## config.mk

```make
export PLATFORM = sky130hd
export DESIGN_NAME = qbert_lcd_timing
export DESIGN_NICKNAME = d
export VERILOG_FILES = /design/src/rtl/qbert_video_pkg.sv /design/src/rtl/video_delay_line.sv /design/src/rtl/qbert_lcd_timing.sv
export SDC_FILE = /design/constraint.sdc
export NUM_CORES = 1
export LEC_CHECK = 0
export CORE_MARGIN = 3
export CORE_UTILIZATION = 46
export DETAILED_ROUTE_END_ITERATION = 8
export PLACE_DENSITY = 0.8
export SYNTH_ARGS = -nofsm -noshare
export SYNTH_HDL_FRONTEND = slang
export SYNTH_SLANG_ARGS = --single-unit
```

## constraint.sdc

```tcl
create_clock -name clk -period 2.2 [get_ports clk]
set_input_delay 0.44 -clock clk [delete_from_list [all_inputs] [get_ports clk]]
set_output_delay 0.44 -clock clk [all_outputs]
set_load 0.01 [all_outputs]
```

## src/rtl/qbert_video_pkg.sv

```systemverilog
// Shared video timing constants and control-bundle type for the Q*bert LCD path.
package qbert_video_pkg;

  // Default 800x480 MTL panel timing
  localparam int unsigned DEF_H_ACTIVE   = 800;
  localparam int unsigned DEF_H_FRONT    = 40;
  localparam int unsigned DEF_H_SYNC     = 48;
  localparam int unsigned DEF_H_BACK     = 168;
  localparam int unsigned DEF_V_ACTIVE   = 480;
  localparam int unsigned DEF_V_FRONT    = 13;
  localparam int unsigned DEF_V_SYNC     = 3;
  localparam int unsigned DEF_V_BACK     = 29;
  localparam int unsigned DEF_RENDER_LAT = 2;

  // Sync pulse starts right after the front porch
  function automatic int unsigned sync_start(int unsigned active, int unsigned front);
    return active + front;
  endfunction

  localparam int unsigned DEF_H_TOTAL = DEF_H_ACTIVE + DEF_H_FRONT + DEF_H_SYNC + DEF_H_BACK;
  localparam int unsigned DEF_V_TOTAL = DEF_V_ACTIVE + DEF_V_FRONT + DEF_V_SYNC + DEF_V_BACK;
  localparam int unsigned DEF_HS_START = sync_start(DEF_H_ACTIVE, DEF_H_FRONT);
  localparam int unsigned DEF_HS_STOP  = DEF_HS_START + DEF_H_SYNC;
  localparam int unsigned DEF_VS_START = sync_start(DEF_V_ACTIVE, DEF_V_FRONT);
  localparam int unsigned DEF_VS_STOP  = DEF_VS_START + DEF_V_SYNC;

  typedef struct packed {
    logic hsync;
    logic vsync;
    logic de;
  } video_ctrl_t;

  // Syncs are active-low, so the idle bundle has them high
  localparam video_ctrl_t CTRL_IDLE = '{hsync: 1'b1, vsync: 1'b1, de: 1'b0};

endpackage

```

## src/rtl/video_delay_line.sv

```systemverilog
// Depth-N shift register for sync/enable, matching the renderer latency.
module video_delay_line
  import qbert_video_pkg::*;
#(
  parameter int unsigned N = 2
) (
  input  logic        clk,
  input  logic        clr_n,
  input  video_ctrl_t din,
  output video_ctrl_t dout
);

  video_ctrl_t stage_q [N];

  // Shift one stage per clock; clear flushes every stage to idle
  always_ff @(posedge clk) begin
    if (!clr_n) begin
      for (int unsigned i = 0; i < N; i++) stage_q[i] <= CTRL_IDLE;
    end else begin
      stage_q[0] <= din;
      for (int unsigned i = 1; i < N; i++) stage_q[i] <= stage_q[i-1];
    end
  end

  assign dout = stage_q[N-1];

endmodule

```

## src/rtl/qbert_lcd_timing.sv

```systemverilog
// Scan counter, sync decode and delay-matched panel output stage for the map renderers.
module qbert_lcd_timing
  import qbert_video_pkg::*;
#(
  parameter int unsigned H_ACTIVE   = DEF_H_ACTIVE,
  parameter int unsigned H_FRONT    = DEF_H_FRONT,
  parameter int unsigned H_SYNC     = DEF_H_SYNC,
  parameter int unsigned H_BACK     = DEF_H_BACK,
  parameter int unsigned V_ACTIVE   = DEF_V_ACTIVE,
  parameter int unsigned V_FRONT    = DEF_V_FRONT,
  parameter int unsigned V_SYNC     = DEF_V_SYNC,
  parameter int unsigned V_BACK     = DEF_V_BACK,
  parameter int unsigned RENDER_LAT = DEF_RENDER_LAT
) (
  input  logic        clk,
  input  logic        reset,
  output logic [10:0] x_cnt,
  output logic [9:0]  y_cnt,
  input  logic [7:0]  red,
  input  logic [7:0]  green,
  input  logic [7:0]  blue,
  output logic [7:0]  lcd_r,
  output logic [7:0]  lcd_g,
  output logic [7:0]  lcd_b,
  output logic        lcd_hsync,
  output logic        lcd_vsync,
  output logic        lcd_de,
  output logic        frame_start,
  output logic [15:0] frame_cnt
);

  localparam int unsigned H_TOTAL  = H_ACTIVE + H_FRONT + H_SYNC + H_BACK;
  localparam int unsigned V_TOTAL  = V_ACTIVE + V_FRONT + V_SYNC + V_BACK;
  localparam int unsigned HS_START = sync_start(H_ACTIVE, H_FRONT);
  localparam int unsigned VS_START = sync_start(V_ACTIVE, V_FRONT);

  localparam logic [10:0] XLast    = 11'(H_TOTAL - 1);
  localparam logic [10:0] XActive  = 11'(H_ACTIVE);
  localparam logic [10:0] XHsStart = 11'(HS_START);
  localparam logic [10:0] XHsStop  = 11'(HS_START + H_SYNC);
  localparam logic [9:0]  YLast    = 10'(V_TOTAL - 1);
  localparam logic [9:0]  YActive  = 10'(V_ACTIVE);
  localparam logic [9:0]  YVsStart = 10'(VS_START);
  localparam logic [9:0]  YVsStop  = 10'(VS_START + V_SYNC);

  logic [10:0] x_q, x_d;
  logic [9:0]  y_q, y_d;
  logic [15:0] frame_cnt_q, frame_cnt_d;
  logic        x_wrap, y_wrap;

  video_ctrl_t ctrl_raw, ctrl_dly;

  logic [7:0] lcd_r_q, lcd_g_q, lcd_b_q;
  logic       lcd_hsync_q, lcd_vsync_q, lcd_de_q;

  // Next-state for the scan counters and completed-frame count
  always_comb begin
    x_wrap      = (x_q == XLast);
    y_wrap      = (y_q == YLast);
    x_d         = x_wrap ? 11'd0 : x_q + 11'd1;
    y_d         = y_q;
    frame_cnt_d = frame_cnt_q;
    if (x_wrap) begin
      y_d = y_wrap ? 10'd0 : y_q + 10'd1;
      if (y_wrap) frame_cnt_d = frame_cnt_q + 16'd1;
    end
  end

  // Counter registers
  always_ff @(posedge clk) begin
    if (!reset) begin
      x_q         <= '0;
      y_q         <= '0;
      frame_cnt_q <= '0;
    end else begin
      x_q         <= x_d;
      y_q         <= y_d;
      frame_cnt_q <= frame_cnt_d;
    end
  end

  // Undelayed sync/enable decode from the current coordinate
  always_comb begin
    ctrl_raw.hsync = ~((x_q >= XHsStart) && (x_q < XHsStop));
    ctrl_raw.vsync = ~((y_q >= YVsStart) && (y_q < YVsStop));
    ctrl_raw.de    = (x_q < XActive) && (y_q < YActive);
  end

  video_delay_line #(
    .N(RENDER_LAT)
  ) u_delay (
    .clk  (clk),
    .clr_n(reset),
    .din  (ctrl_raw),
    .dout (ctrl_dly)
  );

  // Output stage: colour gated by the delayed enable, controls registered alongside
  always_ff @(posedge clk) begin
    if (!reset) begin
      lcd_r_q     <= '0;
      lcd_g_q     <= '0;
      lcd_b_q     <= '0;
      lcd_de_q    <= 1'b0;
      lcd_hsync_q <= 1'b1;
      lcd_vsync_q <= 1'b1;
    end else begin
      lcd_r_q     <= ctrl_dly.de ? red   : 8'd0;
      lcd_g_q     <= ctrl_dly.de ? green : 8'd0;
      lcd_b_q     <= ctrl_dly.de ? blue  : 8'd0;
      lcd_de_q    <= ctrl_dly.de;
      lcd_hsync_q <= ctrl_dly.hsync;
      lcd_vsync_q <= ctrl_dly.vsync;
    end
  end

  assign x_cnt       = x_q;
  assign y_cnt       = y_q;
  assign frame_cnt   = frame_cnt_q;
  // Gated by reset so the pulse stays low while counters are held at (0,0)
  assign frame_start = reset & (x_q == 11'd0) & (y_q == 10'd0);
  assign lcd_r       = lcd_r_q;
  assign lcd_g       = lcd_g_q;
  assign lcd_b       = lcd_b_q;
  assign lcd_de      = lcd_de_q;
  assign lcd_hsync   = lcd_hsync_q;
  assign lcd_vsync   = lcd_vsync_q;

endmodule

```

==> Yosys cells after proc, flatten, opt, wreduce, memory -nomap -nowiden <==
Memory sizes are Yosys's and may differ from the RTL's.
Cells that the tools add are included.
{ "word_totals": {"register_bits": 64, "ramBits": 6, "input_bits": 26, "output_inout_bits": 65, "elab_cells": 41, "mem_count": 1} }
{ "memory_table": {"columns": ["name", "words", "width", "rd", "rd_clocked_by_memory_dff", "wr", "line", "text"], "rows": [
  ["u_delay.stage_q", 2, 3, 2, 0, 2, "video_delay_line.sv:13", "video_ctrl_t stage_q [N];"]
]} }
{ "op_classes": {"n_addsub": 3, "magnitude_cmp": 6, "eq_ne": 2, "mux": 5, "bitwise_logic": 7, "reduce_logical": 8} }
{ "op_table": {"columns": ["cell", "n"], "rows": [
  ["$lt 11x10->1 const B", 2],
  ["$lt 10x9->1 const B", 2],
  ["$add 16x1->16 const B", 1],
  ["$add 11x1->11 const B", 1],
  ["$eq 11x11->1 const B", 1],
  ["$ge 11x10->1 const B", 1],
  ["$logic_not 11->1", 1],
  ["$add 10x1->10 const B", 1],
  ["$eq 10x10->1 const B", 1],
  ["$ge 10x9->1 const B", 1],
  ["$logic_not 10->1", 1],
  ["$mux 10", 1],
  ["$mux 3", 2],
  ["$reduce_and 2->1", 2],
  ["$logic_and 1x1->1", 3],
  ["$not 1->1", 3],
  ["$and 1x1->1", 2],
  ["$mux 1", 2],
  ["$or 1x1->1", 2],
  ["$reduce_or 2->1", 1]
]} }

==> Depth between registers and ports, before layout <==
{ "depth": {"depth_word": 4, "depth_mapped": 7, "mapped_depth_nobuf": 6} }

==> By module <==
A second synthesis with hierarchy kept.
{ "hier_totals": {"cells_unflattened": 298, "area_unflattened_um2": 2819.0} }
{ "by_module_without_submodules": {"columns": ["module", "instances", "cells_each", "area_per_inst_um2", "seq_area_each_um2"], "rows": [
  ["qbert_lcd_timing", 1, 283, 2638.8, 1281.2],
  ["video_delay_line", 1, 15, 180.2, 120.1]
]} }

==> Least setup slack after synthesis <==
OpenSTA, ideal clock, no wires.
{ "synth_path": {"path_kind": "register to register", "start": "register x_q[0] (netlist: x_cnt[0])", "end": "register y_q[8] (netlist: y_cnt[8])", "setup_time_ns": 0.071, "t_arrival_ns": 1.829, "t_required_ns": 2.129, "slack_ns": 0.300, "path_stages_with_launch": 7, "n_path_buf": 1, "period_less_slack_ns": 1.900, "path_cell_list": "dfxtp_1 ha_1 and4_1 nand4_1 clkbuf_1 or4_1 a21oi_1"} }
{ "synth_via": {"elab_chain_cells": 1} }
{ "synth_rtl": {"columns": ["element", "line", "text"], "rows": [
  ["from (decl)", "qbert_lcd_timing.sv:46", "logic [10:0] x_q, x_d;"],
  ["from (signal assigned)", "qbert_lcd_timing.sv:72", "x_q <= '0;"],
  ["from (signal assigned)", "qbert_lcd_timing.sv:76", "x_q <= x_d;"],
  ["$eq 11x11->1", "qbert_lcd_timing.sv:58", "x_wrap = (x_q == XLast);"],
  ["to (signal assigned)", "qbert_lcd_timing.sv:77", "y_q <= y_d;"],
  ["to (decl)", "qbert_lcd_timing.sv:47", "logic [9:0] y_q, y_d;"]
]} }
Every way passes these cells.
A chain may end at the register's enable or synchronous reset.

==> Final worst setup path <==
{ "layout_path": {"start": "register x_q[0] (netlist: x_cnt[0])", "end": "register y_q[5] (netlist: y_cnt[5])"} }
Same word-level chain as after synthesis.

==> flow_metrics.tcl <==
set metrics [dict create \
    outcome "finished clean" \
    crit_fanout 10 \
    grt_pass1_vias 2625 \
    hold_path_class "flip-flop to flip-flop" \
    clock-root-buffer "clkbuf_8" \
    grt_pass1_wl_um 12400 \
    io_pins 91 \
    num_rows 27 \
    drive_gt1_share_pct 12.6 \
    yosysTopAreaCell "dfxtp_1" \
    crit_required_ps 2460 \
    die_h_um 84.5 \
    numCtsBuffers 9 \
    syn-cell-area_um2 2840 \
    htreeDepth 3 \
    first_pass_iters 4 \
    path_class "flip-flop to flip-flop" \
    grt_overflow 0 \
    cts_tree "done" \
    post-place-ws_ps -305 \
    fin_tns_setup_ps 0 \
    grt_max_degree 44 \
    critPathLaunchType "flip-flop" \
    syn-num-nets 337 \
    fin_util_pct 73.7 \
    die_w_um 84.5 \
    clk_pin_slew_ps 80 \
    design.die.area_um2 7150 \
    nets 448 \
    final_max_slew_viol_count 0 \
    core_region_area_um2 5740 \
    cap_violations 0 \
    yosys.area.top_type_share_pct 49.4 \
    critPathMaxStageDelay_ps 510 \
    vias 2743 \
    initial_core_util_pct 49.4 \
    avgSynthCellArea_um2 9.33 \
    crit_chain "buf_4, ha_2, and4_1, nand4_1, buf_4, buf_12, or4_1, a21oi_1" \
    worst_hold_slack_ps 410 \
    irDropWorstVdd_mv 0.425 \
    area_delta_synth_final_pct 49.1 \
    antenna_found_initial 0 \
    post-route-drc-count 0 \
    p_leak_nw 1.62 \
    arrival_ps 2380 \
    ys_seq_area_share_pct 49.4 \
    synth-seq-cells 70 \
    dp_hpwl_um 5120 \
    yosys_warnings 0 \
    via_per_inst 5.58 \
    yosysUniqueCellTypes 34 \
    cp_slowest_cell "or4_1" \
    min_period_ps 2120 \
    synth-async-reset-ratio_pct 0 \
    crit_path_frequent_cell "buf_4" \
    ys.flop_type "dfxtp_1" \
    setup_ws_ps 84.3 \
    fin_crit_sh_pct 96.2 \
    crit_path_end_kind "flip-flop" \
    rsz0062_at_grt "false" \
    cts_sinks 70 \
    grt.total_usage_pct 21.3 \
    wirelength_um 7720 \
    wl_per_cell_um 15.7 \
    worst_pin_slew_ps 623 \
    slew_headroom_pct 58.4 \
    antenna_cells 0 \
    clockBufferDepth 2 \
    synth_edf_count 0 \
    port-buffer-count 90 \
    hold_buffers 0 \
    skew_ps 4.82 \
    fmax_ghz 0.473 \
    ant_nets 0 \
    clkLatencyLatePin_ps 340 \
    gp_congestion 0.843 \
    setup_viol 0 \
    timing.final.hold_violations 0 \
    syn_inst 304 \
    p_per_area_nw_per_um2 592 \
    netlist_top_cells_area "dfxtp_1 49%, and3_1 6.2%, a21oi_1 3.5%, o31ai_1 3.4%, or4_1 3.4%" \
    power.total_mw 2.50 \
    drtIter0Drc 133 \
]
[placed cells by master, fill, tap and decap left out, types with 2 or more instances in the layout]
cell type / synthesis / routed
clkdlybuf4s50_1: 0 / 89
dfxtp_1: 70 / 70
and3_1: 28 / 28
buf_4: 0 / 25
a21oi_1: 20 / 20
nor2_1: 17 / 17
nand3_1: 15 / 15
inv_1: 13 / 13
nand2_1: 13 / 13
o31ai_1: 13 / 13
or4_1: 13 / 13
nand4_1: 11 / 11
xnor2_1: 9 / 9
clkbuf_8: 0 / 9
nand2b_1: 8 / 8
o21ai_0: 7 / 7
or3_1: 7 / 7
ha_1: 7 / 6
and4_1: 5 / 5
nor4_1: 5 / 4
nor3_1: 4 / 4
o41ai_1: 4 / 4
inv_6: 0 / 3
nor2b_1: 2 / 2
and2_1: 2 / 2
mux2i_1: 2 / 2
nand4_2: 2 / 2
o311ai_0: 2 / 2
clkinvlp_4: 0 / 2
clkbuf_16: 0 / 2
[kinds of logic after synthesis]
group / after synthesis / synth area share [%]
muxes: 2 / 0.705
buffers and inverters: 31 / 4.19
AOI/OAI and AO/OA: 48 / 10.7
adders and majority gates: 7 / 3.09
DFF: 70 / 49.4
and+or+nand+nor: 136 / 28.9
xor gates and xnor gates: 10 / 3.09
[what timing repair did]
action	CTS	global route
setup endpoints to repair	1	14
gates cloned	0	2
pin swaps	0	1
resized for setup	3	3
buffers inserted	0	3
endpoints found under the hold margin	0	0
[Yosys cell counts, drive strengths merged, types with 3 or more instances]
| cell type | n |
|---|---|
| a21oi | 20 |
| or3 | 7 |
| o311ai | 3 |
| ha | 7 |
| nand2b | 8 |
| and3 | 28 |
| and4 | 5 |
| nand4 | 13 |
| o31ai | 13 |
| o21ai | 8 |
| nor4 | 6 |
| inv | 13 |
| o41ai | 4 |
| nand3 | 15 |
| buf | 3 |
| xnor2 | 9 |
| clkbuf | 15 |
| nor2 | 17 |
| nor3 | 5 |
| dfxtp | 70 |
| nand2 | 13 |
| or4 | 13 |
[through the flow]
| stage | std cells | area (um^2) |
|---|---|---|
| 5_1_grt | 492 | 4230 |
| 4_1_cts | 487 | 4160 |
| 3_3_place_gp | 471 | 3940 |
| 6_report | 492 | 4230 |
| 3_5_place_dp | 471 | 3940 |
| 2_1_floorplan | 304 | 2840 |
[final timing paths]
check | from | end | slack (ps) | cells past startpoint
worst max register to register | x_cnt[0]$_SDFF_PP0_ | y_cnt[5]$_SDFFE_PN0N_ | 80 | 8
worst max-delay path | x_cnt[0]$_SDFF_PP0_ | y_cnt[5]$_SDFFE_PN0N_ | 80 | 8
worst min register to register | u_delay.stage_q[0][1]$_SDFF_PN1_ | u_delay.stage_q[0][4]$_SDFF_PN1_ | 410 | 1
worst min-delay path | u_delay.stage_q[0][1]$_SDFF_PN1_ | u_delay.stage_q[0][4]$_SDFF_PN1_ | 410 | 1
[critical path, delay by kind of cell (launching register included)]
| kind | cells | cell delay, ps |
|---|---|---|
| compound gates | 1 | 170 |
| simple gates | 3 | 860 |
| buf+inv | 3 | 460 |
| flops | 1 | 340 |
| fa+ha+maj | 1 | 210 |
[final cells by class]
cell class / count / area, um^2
clock inverters: 7 / 80.1
repair buffers: 118 / 1150
clock buffers: 9 / 124
fillers: 421 / 1510
multi-input cells: 203 / 1330
well taps: 72 / 90.1
inverters: 13 / 48.8
flip-flops and latches: 70 / 1400
[state kept, by name, summed over array words and instances (netlist names), 6 cells and up]
register,flops
y_cnt,10
x_cnt,11
u_delay.stage_q,6
lcd_r,8
lcd_g,8
frame_cnt,16
lcd_b,8
[power breakdown]
group / switching, mW / internal, mW / total, mW / leakage (nW)
Clock: 0.516 / 0.537 / 1.05 / 0.0968
Sequential: 0.0107 / 1.28 / 1.30 / 0.567
Combinational: 0.0624 / 0.0932 / 0.156 / 0.953
[metal layers]
layer	vias to the layer above	part of all wire, %	GRT usage, %
li1	1334	-	-
met1	1295	45	26.8
met2	102	48	36.1
met3	12	6.0	4.02
met4	0	1.4	7.91
met5	-	0	0
No activity file was read; power rests on OpenSTA's default activity.
